===== src/rtl/sdr_ch3_arbiter_if.sv =====
// sdr_ch3_arbiter_if: requester handshakes and SDRAM channel-3 command/response signals
interface sdr_ch3_arbiter_if #(
   parameter int AW = 25
);
   logic          download;
   logic [AW-1:0] rom_addr;
   logic [15:0]   rom_din;
   logic [1:0]    rom_be;
   logic          rom_req;
   logic          rom_rdy;
   logic [AW-1:0] bg2_addr;
   logic          bg2_req;
   logic [15:0]   bg2_dout;
   logic          bg2_rdy;
   logic [AW-1:0] nv_addr;
   logic [15:0]   nv_din;
   logic [1:0]    nv_be;
   logic          nv_rnw;
   logic          nv_req;
   logic [15:0]   nv_dout;
   logic          nv_rdy;
   logic [AW-1:0] ch_addr;
   logic [15:0]   ch_din;
   logic [1:0]    ch_be;
   logic          ch_rnw;
   logic          ch_req;
   logic [15:0]   ch_dout;
   logic          ch_ready;
   logic          timeout_err;
   modport master (
      input  download, rom_addr, rom_din, rom_be, rom_req, bg2_addr, bg2_req,
             nv_addr, nv_din, nv_be, nv_rnw, nv_req, ch_dout, ch_ready,
      output rom_rdy, bg2_dout, bg2_rdy, nv_dout, nv_rdy,
             ch_addr, ch_din, ch_be, ch_rnw, ch_req, timeout_err
   );
   modport slave (
      output download, rom_addr, rom_din, rom_be, rom_req, bg2_addr, bg2_req,
             nv_addr, nv_din, nv_be, nv_rnw, nv_req, ch_dout, ch_ready,
      input  rom_rdy, bg2_dout, bg2_rdy, nv_dout, nv_rdy,
             ch_addr, ch_din, ch_be, ch_rnw, ch_req, timeout_err
   );
endinterface


===== src/rtl/sdr_ch3_arbiter.sv =====
// sdr_ch3_arbiter: arbitrates ROM loader, BG2 tile reads and NVRAM onto SDRAM channel 3
module sdr_ch3_arbiter #(
   parameter int AW         = 25,
   parameter int STARVE_MAX = 8,
   parameter int TIMEOUT    = 255
) (
   input logic               clk,
   input logic               reset,
   sdr_ch3_arbiter_if.master bus
);
   localparam int            SW       = $clog2(STARVE_MAX + 1);
   localparam logic [SW-1:0] S_MAX    = SW'(STARVE_MAX);
   localparam logic [7:0]    TMO_LAST = 8'(TIMEOUT - 1);
   typedef enum logic [1:0] {IDLE, ISSUE, WAIT, DONE} state_t;
   typedef enum logic [1:0] {G_ROM, G_BG2, G_NV} gnt_t;
   state_t        state_q, state_d;
   gnt_t          gnt_q, gnt_d;
   logic [AW-1:0] ch_addr_q, ch_addr_d;
   logic [15:0]   ch_din_q, ch_din_d;
   logic [1:0]    ch_be_q, ch_be_d;
   logic          ch_rnw_q, ch_rnw_d;
   logic          ch_req_q, ch_req_d;
   logic [15:0]   bg2_dout_q, bg2_dout_d;
   logic [15:0]   nv_dout_q, nv_dout_d;
   logic          rom_rdy_q, rom_rdy_d;
   logic          bg2_rdy_q, bg2_rdy_d;
   logic          nv_rdy_q, nv_rdy_d;
   logic          timeout_err_q, timeout_err_d;
   logic [SW-1:0] starve_q, starve_d;
   logic [7:0]    tmo_q, tmo_d;
   logic          done_now, nv_force, rom_g, bg2_g, nv_g;
   assign nv_force  = bus.nv_req && starve_q == S_MAX;
   assign rom_g     = bus.download && bus.rom_req;
   assign bg2_g     = !bus.download && bus.bg2_req && !nv_force;
   assign nv_g      = !bus.download && bus.nv_req && (nv_force || !bus.bg2_req);
   assign rom_rdy_d = done_now && gnt_q == G_ROM;
   assign bg2_rdy_d = done_now && gnt_q == G_BG2;
   assign nv_rdy_d  = done_now && gnt_q == G_NV;
   // Grant selection in IDLE, one command toggle in ISSUE, completion or timeout in WAIT
   always_comb begin
      state_d       = state_q;
      gnt_d         = gnt_q;
      ch_addr_d     = ch_addr_q;
      ch_din_d      = ch_din_q;
      ch_be_d       = ch_be_q;
      ch_rnw_d      = ch_rnw_q;
      ch_req_d      = ch_req_q;
      bg2_dout_d    = bg2_dout_q;
      nv_dout_d     = nv_dout_q;
      timeout_err_d = timeout_err_q;
      tmo_d         = tmo_q;
      starve_d      = bus.nv_req ? starve_q : '0;
      done_now      = 1'b0;
      case (state_q)
         IDLE: begin
            if (rom_g) begin
               state_d   = ISSUE;
               gnt_d     = G_ROM;
               ch_addr_d = bus.rom_addr;
               ch_din_d  = bus.rom_din;
               ch_be_d   = bus.rom_be;
               ch_rnw_d  = 1'b0;
            end else if (bg2_g) begin
               state_d   = ISSUE;
               gnt_d     = G_BG2;
               ch_addr_d = bus.bg2_addr;
               ch_din_d  = '0;
               ch_be_d   = 2'b11;
               ch_rnw_d  = 1'b1;
               if (bus.nv_req && starve_q != S_MAX) starve_d = starve_q + SW'(1);
            end else if (nv_g) begin
               state_d   = ISSUE;
               gnt_d     = G_NV;
               ch_addr_d = bus.nv_addr;
               ch_din_d  = bus.nv_din;
               ch_be_d   = bus.nv_be;
               ch_rnw_d  = bus.nv_rnw;
               starve_d  = '0;
            end
         end
         ISSUE: begin
            ch_req_d = ~ch_req_q;
            tmo_d    = '0;
            state_d  = WAIT;
         end
         WAIT: begin
            tmo_d = tmo_q + 8'd1;
            if (bus.ch_ready) begin
               state_d    = DONE;
               done_now   = 1'b1;
               bg2_dout_d = gnt_q == G_BG2 ? bus.ch_dout : bg2_dout_q;
               nv_dout_d  = (gnt_q == G_NV && ch_rnw_q) ? bus.ch_dout : nv_dout_q;
            end else if (tmo_q == TMO_LAST) begin
               state_d       = DONE;
               done_now      = 1'b1;
               timeout_err_d = 1'b1;
            end
         end
         default: state_d = IDLE;
      endcase
   end
   // State and datapath registers with synchronous reset
   always_ff @(posedge clk) begin
      if (reset) begin
         state_q       <= IDLE;
         gnt_q         <= G_ROM;
         ch_addr_q     <= '0;
         ch_din_q      <= '0;
         ch_be_q       <= '0;
         ch_rnw_q      <= 1'b1;
         ch_req_q      <= 1'b0;
         bg2_dout_q    <= 16'h0000;
         nv_dout_q     <= 16'h0000;
         rom_rdy_q     <= 1'b0;
         bg2_rdy_q     <= 1'b0;
         nv_rdy_q      <= 1'b0;
         timeout_err_q <= 1'b0;
         starve_q      <= '0;
         tmo_q         <= '0;
      end else begin
         state_q       <= state_d;
         gnt_q         <= gnt_d;
         ch_addr_q     <= ch_addr_d;
         ch_din_q      <= ch_din_d;
         ch_be_q       <= ch_be_d;
         ch_rnw_q      <= ch_rnw_d;
         ch_req_q      <= ch_req_d;
         bg2_dout_q    <= bg2_dout_d;
         nv_dout_q     <= nv_dout_d;
         rom_rdy_q     <= rom_rdy_d;
         bg2_rdy_q     <= bg2_rdy_d;
         nv_rdy_q      <= nv_rdy_d;
         timeout_err_q <= timeout_err_d;
         starve_q      <= starve_d;
         tmo_q         <= tmo_d;
      end
   end
   assign bus.ch_addr     = ch_addr_q;
   assign bus.ch_din      = ch_din_q;
   assign bus.ch_be       = ch_be_q;
   assign bus.ch_rnw      = ch_rnw_q;
   assign bus.ch_req      = ch_req_q;
   assign bus.bg2_dout    = bg2_dout_q;
   assign bus.nv_dout     = nv_dout_q;
   assign bus.rom_rdy     = rom_rdy_q;
   assign bus.bg2_rdy     = bg2_rdy_q;
   assign bus.nv_rdy      = nv_rdy_q;
   assign bus.timeout_err = timeout_err_q;
endmodule


===== src/flat_wrapper.sv =====
// flat-port wrapper written by rule: the top's interface ports become plain ports
module sdr_ch3_arbiter_flat 
#(
   parameter int AW         = 25,
   parameter int STARVE_MAX = 8,
   parameter int TIMEOUT    = 255
)
  (clk, reset, bus_download, bus_rom_addr, bus_rom_din, bus_rom_be, bus_rom_req, bus_bg2_addr, bus_bg2_req, bus_nv_addr, bus_nv_din, bus_nv_be, bus_nv_rnw, bus_nv_req, bus_ch_dout, bus_ch_ready, bus_rom_rdy, bus_bg2_dout, bus_bg2_rdy, bus_nv_dout, bus_nv_rdy, bus_ch_addr, bus_ch_din, bus_ch_be, bus_ch_rnw, bus_ch_req, bus_timeout_err);
  sdr_ch3_arbiter_if #(.AW(AW)) bus_i ();
  input logic clk;
  input logic reset;
  input wire logic [$bits(bus_i.download)-1:0] bus_download;
  input wire logic [$bits(bus_i.rom_addr)-1:0] bus_rom_addr;
  input wire logic [$bits(bus_i.rom_din)-1:0] bus_rom_din;
  input wire logic [$bits(bus_i.rom_be)-1:0] bus_rom_be;
  input wire logic [$bits(bus_i.rom_req)-1:0] bus_rom_req;
  input wire logic [$bits(bus_i.bg2_addr)-1:0] bus_bg2_addr;
  input wire logic [$bits(bus_i.bg2_req)-1:0] bus_bg2_req;
  input wire logic [$bits(bus_i.nv_addr)-1:0] bus_nv_addr;
  input wire logic [$bits(bus_i.nv_din)-1:0] bus_nv_din;
  input wire logic [$bits(bus_i.nv_be)-1:0] bus_nv_be;
  input wire logic [$bits(bus_i.nv_rnw)-1:0] bus_nv_rnw;
  input wire logic [$bits(bus_i.nv_req)-1:0] bus_nv_req;
  input wire logic [$bits(bus_i.ch_dout)-1:0] bus_ch_dout;
  input wire logic [$bits(bus_i.ch_ready)-1:0] bus_ch_ready;
  output wire logic [$bits(bus_i.rom_rdy)-1:0] bus_rom_rdy;
  output wire logic [$bits(bus_i.bg2_dout)-1:0] bus_bg2_dout;
  output wire logic [$bits(bus_i.bg2_rdy)-1:0] bus_bg2_rdy;
  output wire logic [$bits(bus_i.nv_dout)-1:0] bus_nv_dout;
  output wire logic [$bits(bus_i.nv_rdy)-1:0] bus_nv_rdy;
  output wire logic [$bits(bus_i.ch_addr)-1:0] bus_ch_addr;
  output wire logic [$bits(bus_i.ch_din)-1:0] bus_ch_din;
  output wire logic [$bits(bus_i.ch_be)-1:0] bus_ch_be;
  output wire logic [$bits(bus_i.ch_rnw)-1:0] bus_ch_rnw;
  output wire logic [$bits(bus_i.ch_req)-1:0] bus_ch_req;
  output wire logic [$bits(bus_i.timeout_err)-1:0] bus_timeout_err;
  assign bus_i.download = bus_download;
  assign bus_i.rom_addr = bus_rom_addr;
  assign bus_i.rom_din = bus_rom_din;
  assign bus_i.rom_be = bus_rom_be;
  assign bus_i.rom_req = bus_rom_req;
  assign bus_i.bg2_addr = bus_bg2_addr;
  assign bus_i.bg2_req = bus_bg2_req;
  assign bus_i.nv_addr = bus_nv_addr;
  assign bus_i.nv_din = bus_nv_din;
  assign bus_i.nv_be = bus_nv_be;
  assign bus_i.nv_rnw = bus_nv_rnw;
  assign bus_i.nv_req = bus_nv_req;
  assign bus_i.ch_dout = bus_ch_dout;
  assign bus_i.ch_ready = bus_ch_ready;
  assign bus_rom_rdy = bus_i.rom_rdy;
  assign bus_bg2_dout = bus_i.bg2_dout;
  assign bus_bg2_rdy = bus_i.bg2_rdy;
  assign bus_nv_dout = bus_i.nv_dout;
  assign bus_nv_rdy = bus_i.nv_rdy;
  assign bus_ch_addr = bus_i.ch_addr;
  assign bus_ch_din = bus_i.ch_din;
  assign bus_ch_be = bus_i.ch_be;
  assign bus_ch_rnw = bus_i.ch_rnw;
  assign bus_ch_req = bus_i.ch_req;
  assign bus_timeout_err = bus_i.timeout_err;
  sdr_ch3_arbiter #(.AW(AW), .STARVE_MAX(STARVE_MAX), .TIMEOUT(TIMEOUT)) u_core (.clk(clk), .reset(reset), .bus(bus_i));
endmodule

===== config.mk =====
export PLATFORM = sky130hd
export DESIGN_NAME = sdr_ch3_arbiter_flat
export DESIGN_NICKNAME = d
export VERILOG_FILES = /design/src/rtl/sdr_ch3_arbiter_if.sv /design/src/rtl/sdr_ch3_arbiter.sv /design/src/flat_wrapper.sv
export SDC_FILE = /design/constraint.sdc
export NUM_CORES = 1
export LEC_CHECK = 0
export ABC_AREA = 1
export BUFFER_PORTS_ARGS = -buffer_cell sky130_fd_sc_hd__buf_2
export CAP_MARGIN = 10
export CORE_MARGIN = 4
export CORE_UTILIZATION = 42
export CTS_CLUSTER_DIAMETER = 100
export DETAILED_ROUTE_END_ITERATION = 10
export PLACE_DENSITY = 0.75
export SYNTH_ARGS = -nofsm -noshare
export SYNTH_HDL_FRONTEND = slang
export SYNTH_SLANG_ARGS = --single-unit

===== constraint.sdc =====
create_clock -name clk -period 1.5 [get_ports clk]
set_input_delay 0.15 -clock clk [delete_from_list [all_inputs] [get_ports clk]]
set_output_delay 0.15 -clock clk [all_outputs]
set_load 0.02 [all_outputs]

==> results of run 1 <==
==> registers in the layout, indices dropped and copies added, names as in the netlist, 2 cells and up <==
name,flops
u_core.tmo_q,8
u_core.bus.ch_be,2
u_core.bus.ch_addr,25
u_core.state_q,2
u_core.bus.bg2_dout,16
u_core.bus.nv_dout,16
u_core.starve_q,4
u_core.bus.ch_din,16
u_core.gnt_q,2
==> cells in the mapped netlist, types with 3 or more instances <==
cell type / count / area (um2)
dfxtp_1: 97 / 1940
nor2_1: 84 / 315
o21ai_0: 77 / 385
a21oi_1: 73 / 365
nand3_1: 60 / 300
nand2_1: 52 / 195
inv_1: 49 / 184
nand3b_1: 28 / 210
or2_2: 21 / 131
clkbuf_1: 17 / 63.8
buf_2: 12 / 60.1
ha_1: 8 / 100
nor3_1: 6 / 30.0
inv_2: 4 / 15.0
nand4_1: 4 / 25.0
buf_1: 3 / 11.3
buf_6: 3 / 33.8
nand2_2: 3 / 18.8
or2_0: 3 / 18.8
==> repair_timing <==
action                     4_1_cts  5_1_grt
pin swaps                        0        3
hold endpoints to repair         2        0
setup buffers                    0        5
hold buffers                     2        0
setup endpoints to repair        4       62
resized for setup                1       22
cloned                           1        1
==> metal layers <==
metal,share of wire,up-vias
met5,0,-
met4,0.020,0
met3,0.081,25
met2,0.49,164
met1,0.40,2165
li1,-,2494
==> area by class of cell <==
class / instances / area (um2)
Timing Repair Buffer: 249 / 1430
Fill cell: 1029 / 4190
Clock buffer: 9 / 124
Multi-Input combinational cell: 432 / 2270
Inverter: 53 / 209
Tap cell: 136 / 170
Antenna cell: 1 / 2.50
Sequential cell: 97 / 1950
Clock inverter: 7 / 75.1
==> cells by family (layout without fill, tap and decap cells) <==
group,count (synthesis),after routing,share of synthesized area
DFF,97,97,0.428
xor gates and xnor gates,4,4,0.00773
buffers and inverters,90,318,0.0839
and+or+nand+nor,266,267,0.288
AOI/OAI and AO/OA,153,153,0.170
other,0,1,0
adders and majority gates,8,8,0.0221
==> final timing paths <==
check / to / start
min: u_core.bus.ch_din[7] / bus_nv_din[7]
max reg2reg: u_core.bus.ch_din[0] / u_core.starve_q[0]
max: u_core.bus.ch_din[0] / u_core.starve_q[0]
min reg2reg: u_core.bus.rom_rdy / u_core.gnt_q[0]
==> stage by stage <==
stage / setup WS [ns] / power, mW / utilization
global placement: 0.0802 / 6.15 / 0.562
finish: 0.114 / 7.91 / 0.597
detailed placement: 0.0236 / 6.18 / 0.562
floorplan: 0.00465 / 5.06 / -
CTS: 0.00629 / 7.87 / 0.585
global route: -0.0110 / 8.45 / 0.597
==> report_power, final <==
group	internal [mW]	switching, mW	leakage (nW)	total [mW]
logic	1.19	1.80	2.17	2.99
clock network	0.651	1.02	0.0964	1.67
registers	3.02	0.230	0.793	3.25
==> worst max-delay path, delay by kind of cell (launching register included) <==
family	cells	cell delay, ns
simple gates	4	0.56
flops	1	0.34
buf+inv	2	0.15
fa+ha+maj	1	0.14
compound gates	1	0.13
==> results.py, run 1 <==
metrics = {
    "cells_and_area": {
        "fin_nets": 985,
        "final_area_um2": 6220,
        "final_cell_mix": "buf_2 (215), dfxtp_1 (94), nor2_1 (83), o21ai_0 (75), a21oi_1 (72)",
        "layout-drive-gt1-share": 0.366,
        "area_growth_pct": 37.3,
        "instances_no_fill": 984,
        "final_common_cell": "buf_2",
    },
    "floorplanning": {
        "die_area_um2": 12500,
        "initial_core_util": 0.435,
        "io_pins": 216,
        "core_area_um2": 10400,
        "die_h_um": 112,
        "num_rows": 37,
        "die_w_um": 112,
    },
    "sta": {
        "fin_tns_setup_ns": 0,
        "slew_viol_final": 0,
        "slew_headroom": 0.744,
        "setup_viol": 0,
        "max_slew.worst_pin.slew_ns": 0.384,
        "max_freq_mhz": 721,
        "finalCritPeriodShare": 0.924,
        "hold_viol": 0,
        "layout_min_cycle_time_ns": 1.39,
        "hold_ws_ns": 0.00678,
        "fin_skew_ns": 0.0169,
    },
    "critical_path": {
        "arrival_ns": 1.70,
        "crit_path_start_kind": "flop",
        "slowest_delay_ns": 0.34,
        "cp.required_ns": 1.81,
        "crit_path_top_delay_cell": "dfxtp_1",
        "critPathCaptureType": "flop",
        "worstSetupPathType": "reg -> reg",
        "worst-r2r-setup-slack_ns": 0.11,
        "cp_max_fo": 8,
        "critical_path.cell_chain": "inv_2 > ha_4 > nand4_4 > nand2_4 > inv_4 > nor2_4 > nand2_1 > a21oi_1",
        "worst_r2r_path_depth": 8,
    },
    "clock_tree": {
        "root_buffer": "clkbuf_8",
        "clk_path_buf_depth": 2,
        "clk_latency_ns": 0.37,
        "cts_buffers": 9,
        "clkTransAtPathRegs_ns": 0.11,
        "cts_tree": "yes",
        "h-tree-depth": 3,
        "clock_sinks": 97,
    },
    "hold_path": {
        "worstHoldPathType": "in -> reg",
        "min_path_cells": 3,
    },
    "global_routing": {
        "grt_max_degree": 39,
        "grt_pass1_vias": 4802,
        "grt_busiest_layer": "met2",
        "antenna_found_initial": 1,
        "grt_usage": 0.206,
        "gr-usage-met3": 0.0625,
        "grt.met1_usage": 0.234,
        "grtUsageMet2": 0.373,
        "grt_pass1_wl_um": 21700,
        "gr-total-overflow": 0,
    },
    "detailed_routing": {
        "viasPerCell": 4.93,
        "drt_iter0_drc": 272,
        "drc": 0,
        "routed_wirelength_um": 13300,
        "dr.pass1.iters": 4,
        "vias": 4848,
        "postRouteAntennaNets": 0,
        "post_drt_wl_per_cell_um": 13.5,
    },
    "placement": {
        "io_buffer_count": 215,
        "gp_congestion": 0.841,
        "placed_area_um2": 5860,
        "place_hpwl_um": 10000,
        "place_inst": 958,
    },
    "power_and_ir_drop": {
        "cellPowerDensity_nw_per_um2": 1270,
        "cellLeakagePower_nw": 3.06,
        "vdd_drop_max_mv": 0.665,
    },
    "yosys": {
        "ys.flop_type": "dfxtp_1",
        "synth-seq-cells": 97,
        "avgSynthCellArea_um2": 7.34,
        "synth_fp_nets": 761,
        "synth_area_um2": 4530,
        "yosys.cell_types.count": 30,
        "ys_warn_count": 0,
        "async_flop_share": 0,
        "syn_inst": 618,
        "synth_seq_area_share": 0.428,
        "synth_edf_count": 0,
    },
    "status": {
        "status": "finished clean",
    },
    "job": {
        "cap_viol_max_count": 0,
    },
}
Note: power is estimated with default switching activity, not from simulation.
==> run 2: changes to the inputs <==
==> constraint.sdc (replaced) <==
create_clock -name clk -period 1.5 [get_ports clk]
set_input_delay 0.075 -clock clk [delete_from_list [all_inputs] [get_ports clk]]
set_output_delay 0.075 -clock clk [all_outputs]
set_load 0.02 [all_outputs]
==> run 2 against run 1 <==
Against the previous run: register-to-register slack lost 0.05 ns; routed wire length grew 8.2%; flip-flop and latch count is the same; first-iteration DRC count grew 42%; hold slack gained 0.031 ns; critical endpoint is now u_core.tmo_q[6]; core utilization grew 3.6 points; cell count grew 4.0%; combinational power grew 2%; sequential share of layout area shrank 1.8 points.
==> results.py, run 2 (synthesized netlist as in run 1, its figures left out) <==
metrics = {
    "sta": {
        "layout_min_cycle_time_ns": 1.43,
        "max_slew.worst_pin.slew_ns": 0.407,
        "max_freq_mhz": 697,
        "slew_viol_final": 0,
        "slew_headroom": 0.728,
        "fin_skew_ns": 0.0132,
        "hold_ws_ns": 0.0379,
        "hold_viol": 0,
        "rsz0062_at_grt": "true",
        "finalCritPeriodShare": 0.957,
        "fin_tns_setup_ns": 0,
        "setup_viol": 0,
    },
    "cells_and_area": {
        "instances_no_fill": 1023,
        "final_cell_mix": "buf_2 (215), dfxtp_1 (93), nor2_1 (83), o21ai_0 (74), a21oi_1 (72)",
        "layout-drive-gt1-share": 0.345,
        "area_growth_pct": 45.6,
        "final_common_cell": "buf_2",
        "final_area_um2": 6600,
        "fillerInstances": 927,
        "largest_register_ffs": 25,
        "num_antenna_cells": 0,
        "fin_nets": 1025,
    },
    "power_and_ir_drop": {
        "cellLeakagePower_nw": 3.21,
        "cellPowerDensity_nw_per_um2": 1210,
        "power_mw": 7.97,
        "vdd_drop_max_mv": 0.669,
    },
    "critical_path": {
        "endpoint": "u_core.tmo_q[6]",
        "slowest_delay_ns": 0.35,
        "cp_max_fo": 5,
        "critical_path.cell_chain": "inv_1 > ha_1 > buf_4 > and3_4 > nand2_1 > inv_1 > nand2_1 > a21oi_1",
        "worst-r2r-setup-slack_ns": 0.07,
        "path_depth": 8,
        "worstSetupPathType": "reg -> reg",
        "arrival_ns": 1.73,
        "crit_path_top_delay_cell": "dfxtp_2",
        "critPathCaptureType": "flop",
        "worst_r2r_path_depth": 8,
        "cp-startpoint": "u_core.state_q[1]",
        "crit_path_start_kind": "flop",
        "reg2reg_from": "u_core.state_q[1]",
        "timing.rr.end": "u_core.tmo_q[6]",
        "path_buf_inv": 3,
        "cp.required_ns": 1.79,
        "crit_family": "flip-flops",
    },
    "floorplanning": {
        "die_w_um": 112,
        "num_rows": 37,
        "io_pins": 216,
        "die_h_um": 112,
        "die_area_um2": 12500,
        "core_area_um2": 10400,
        "initial_core_util": 0.435,
    },
    "detailed_routing": {
        "drc": 0,
        "drt_iter0_drc": 385,
        "dr.pass1.iters": 6,
        "post_drt_wl_per_cell_um": 14.1,
        "viasPerCell": 4.96,
        "postRouteAntennaNets": 0,
        "routed_wirelength_um": 14400,
        "vias": 5079,
    },
    "clock_tree": {
        "clk_path_buf_depth": 2,
        "clkTransAtPathRegs_ns": 0.11,
        "cts_buffers": 9,
        "h-tree-depth": 3,
        "root_buffer": "clkbuf_8",
        "clk_latency_ns": 0.36,
        "clock_sinks": 97,
        "cts_tree": "yes",
    },
    "global_routing": {
        "antenna_found_initial": 0,
        "gr-total-overflow": 0,
        "grt_pass1_vias": 4792,
        "grt_pass1_wl_um": 22700,
        "grt_max_degree": 52,
        "grt_usage": 0.220,
    },
    "status": {
        "status": "finished clean",
    },
    "placement": {
        "gp_congestion": 0.819,
        "place_hpwl_um": 9860,
        "place_inst": 958,
        "placed_area_um2": 5830,
        "io_buffer_count": 215,
    },
    "job": {
        "cap_viol_max_count": 0,
    },
    "hold_path": {
        "worstHoldPathType": "in -> reg",
    },
}
==> run 2: cell types whose count changed in the layout (fill, tap and decap cells not counted), moves of 2 or more <==
cell and delta:
inv_6 -2, clkinv_8 -2, buf_4 -3, buf_12 -2
dlygate4sd3_1 +44, ha_1 +2, inv_8 +4
==> run 2: how the worst min path moves through the flow <==
stage	from	cells after the start	slack (ns)	to
final	bus_rom_din[8]	3	0.04	u_core.bus.ch_din[8]
after global routing	bus_rom_din[8]	3	0.06	u_core.bus.ch_din[8]
after CTS	bus_rom_din[8]	3	0.01	u_core.bus.ch_din[8]
after detailed placement	bus_nv_addr[0]	3	0.33	u_core.bus.ch_addr[0]
after global placement	bus_nv_din[6]	3	0.32	u_core.bus.ch_din[6]
after floorplan	bus_nv_addr[0]	2	0.22	u_core.bus.ch_addr[0]
==> run 2: where the power goes <==
| part | internal (mW) | switching [mW] | leakage (nW) |
|---|---|---|---|
| clock network | 0.659 | 1.02 | 0.0977 |
| registers | 3.02 | 0.231 | 0.794 |
| logic | 1.21 | 1.83 | 2.32 |
==> run 2: timing repair <==
action                                  4_1_cts  5_1_grt
hold buffers                                 46        0
endpoints found under the setup margin        1       79
gates resized for setup                       1       22
setup buffers                                 0        2
pin swaps                                     0        4
cloned                                        0        1
hold endpoints to repair                     47        0
==> run 2: area by class of cell <==
| type | count | area (um2) | share of cell area |
|---|---|---|---|
| clock buffers | 9 | 124 | 0.0188 |
| clock inverters | 7 | 70.1 | 0.0106 |
| inverters | 53 | 209 | 0.0317 |
| multi-input cells | 432 | 2260 | 0.342 |
| flip-flops and latches | 97 | 1950 | 0.295 |
| well taps | 136 | 170 | 0.0258 |
| repair buffers | 289 | 1820 | 0.276 |
==> run 2: worst min-delay path: stages <==
cell     delay, ns
buf_2         0.08
a21oi_1       0.05
a21oi_1       0.15
==> run 2: metal layers <==
metal	global-route usage	routed length, um
met5	0	0
met4	0.0876	463
met3	0.0505	1110
met2	0.383	7120
met1	0.261	5700
==> run 2: stage by stage <==
step	worst slack, ns	util
finish	0.0652	0.634
global route	-0.0558	0.634
CTS	0.000815	0.623
detailed placement	0.0194	0.560
global placement	0.0662	0.560
floorplan	0.00465	-
==> run 3: changes to the inputs <==
==> constraint.sdc (replaced) <==
create_clock -name clk -period 1.5 [get_ports clk]
set_input_delay 0.225 -clock clk [delete_from_list [all_inputs] [get_ports clk]]
set_output_delay 0.225 -clock clk [all_outputs]
set_load 0.02 [all_outputs]
==> run 3 against run 2 <==
Against the previous run: fmax fell by 3.1%; sequential share of layout area rose by 1.4 points; flip-flop and latch count did not move; critical path type unchanged; critical endpoint is now u_core.bus.nv_dout[11]; largest power group unchanged; highest routed layer unchanged.
==> results.py, run 3 (synthesized netlist as in run 1, its figures left out) <==
metrics = {
    "sta": {
        "hold_viol": 0,
        "slew_viol_final": 0,
        "slew_headroom": 0.784,
        "hold_ws_ns": 0.0913,
        "finalCritPeriodShare": 0.987,
        "max_slew.worst_pin.slew_ns": 0.323,
        "max_freq_mhz": 676,
        "fin_skew_ns": 0.0141,
        "layout_min_cycle_time_ns": 1.48,
        "setup_viol": 0,
        "rsz0062_at_grt": "true",
    },
    "critical_path": {
        "crit_top_cell": "buf_6",
        "crit_path_start_kind": "flop",
        "crit_family": "buffers and inverters",
        "worstSetupPathType": "reg -> reg",
        "path_buf_inv": 4,
        "critical_path.cell_chain": "buf_6 > ha_4 > nand2_2 > inv_2 > nand4_1 > buf_4 > buf_6 > o21ai_0 > nor2_1",
        "critPathCaptureType": "flop",
        "arrival_ns": 1.75,
        "cp_max_fo": 8,
        "crit_path_top_delay_cell": "dfxtp_2",
        "cp.required_ns": 1.77,
        "slowest_delay_ns": 0.34,
    },
    "global_routing": {
        "gr-total-overflow": 0,
        "grt_usage": 0.205,
        "antenna_found_initial": 1,
        "grt_max_degree": 42,
        "grt_pass1_vias": 4542,
        "grt_pass1_wl_um": 21500,
    },
    "job": {
        "cap_viol_max_count": 0,
    },
    "detailed_routing": {
        "drt_iter0_drc": 301,
        "dr.pass1.iters": 4,
        "routed_wirelength_um": 13600,
        "vias": 4848,
        "post_drt_wl_per_cell_um": 13.8,
        "postRouteAntennaNets": 0,
        "drc": 0,
        "viasPerCell": 4.94,
    },
    "cells_and_area": {
        "final_cell_mix": "buf_2 (215), dfxtp_1 (95), nor2_1 (77), a21oi_1 (70), o21ai_0 (66)",
        "fillerInstances": 1003,
        "ff_latch_area_um2": 1940,
        "multi_input_area_um2": 2320,
        "fin_nets": 983,
        "area_growth_pct": 38.6,
        "final_common_cell": "buf_2",
        "layout-drive-gt1-share": 0.381,
        "largest_register_ffs": 25,
        "fin_util": 0.603,
    },
    "clock_tree": {
        "cts_tree": "yes",
        "h-tree-depth": 3,
        "clk_path_buf_depth": 2,
        "clk_latency_ns": 0.37,
        "clock_sinks": 97,
        "cts_buffers": 9,
        "clkTransAtPathRegs_ns": 0.11,
        "root_buffer": "clkbuf_8",
        "cts_hold_buf": 0,
    },
    "placement": {
        "gp_congestion": 0.816,
        "io_buffer_count": 215,
        "place_hpwl_um": 9810,
    },
    "hold_path": {
        "worstHoldPathType": "in -> reg",
    },
    "floorplanning": {
        "num_rows": 37,
        "io_pins": 216,
        "die_h_um": 112,
        "initial_core_util": 0.435,
        "die_area_um2": 12500,
        "core_area_um2": 10400,
        "die_w_um": 112,
    },
    "power_and_ir_drop": {
        "cellLeakagePower_nw": 3.08,
        "cellPowerDensity_nw_per_um2": 1280,
        "vdd_drop_max_mv": 0.620,
    },
    "status": {
        "status": "finished clean",
    },
}
run 3: changes by cell type in the layout (fill, tap and decap cells not counted), sizes merged:
cell / change
clkbuf: +1
clkinvlp: -1
buf: +3
inv: -1
dlygate4sd3: -46
diode: +1
clkinv: +2
run 3: layout make-up:
cell class              count  area share
inverters                  53      0.0336
multi-input cells         432       0.369
flip-flops and latches     97       0.309
well taps                 136      0.0271
clock buffers               9      0.0197
clock inverters             7      0.0129
diodes                      1    0.000398
repair buffers            247       0.228
run 3: per-stage QoR:
step | instance area, um2 | std cells | power [mW] | setup TNS (ns) | setup slack [ns]
after floorplan | 4530 | 618 | 5.06 | 0 | 0.00465
after global placement | 5840 | 956 | 6.10 | 0 | 0.0106
after detailed placement | 5840 | 956 | 6.14 | -0.0411 | -0.0190
after CTS | 6060 | 973 | 7.88 | 0 | 0.00457
after global routing | 6280 | 982 | 8.57 | -0.636 | -0.0607
final | 6280 | 982 | 8.02 | 0 | 0.0197
run 3: routing by layer:
| layer | share of wire | GRT usage |
|---|---|---|
| met1 | 0.40 | 0.252 |
| met3 | 0.084 | 0.0565 |
| met5 | 0 | 0 |
| met4 | 0.0083 | 0.0503 |
| met2 | 0.51 | 0.357 |
run 3: power breakdown:
part / internal (mW) / total [mW] / switching, mW / leakage, nW
clock: 0.675 / 1.73 / 1.06 / 0.104
combinational: 1.19 / 3.04 / 1.84 / 2.18
sequential: 3.02 / 3.25 / 0.232 / 0.793
total: 4.89 / 8.02 / 3.13 / 3.08
run 3: worst min-delay path: stages:
cell and delay [ns]:
buf_2 0.09, nand2_1 0.05, a21oi_1 0.05
run 3: worst paths after layout:
path                     startpoint                     end  slack (ns)  depth (start not counted)
setup / recovery  u_core.state_q[1]  u_core.bus.nv_dout[11]        0.02                          9
hold / removal        bus_nv_din[6]    u_core.bus.ch_din[6]        0.09                          3
setup reg to reg  u_core.state_q[1]  u_core.bus.nv_dout[11]        0.02                          9
hold reg to reg     u_core.gnt_q[0]      u_core.bus.rom_rdy        0.46                          1
run 3: timing repair:
item,4_1_cts,5_1_grt
cloned,1,2
hold endpoints to repair,0,0
pin swaps,2,4
setup buffers,0,6
endpoints found under the setup margin,12,70
resized for setup,2,47
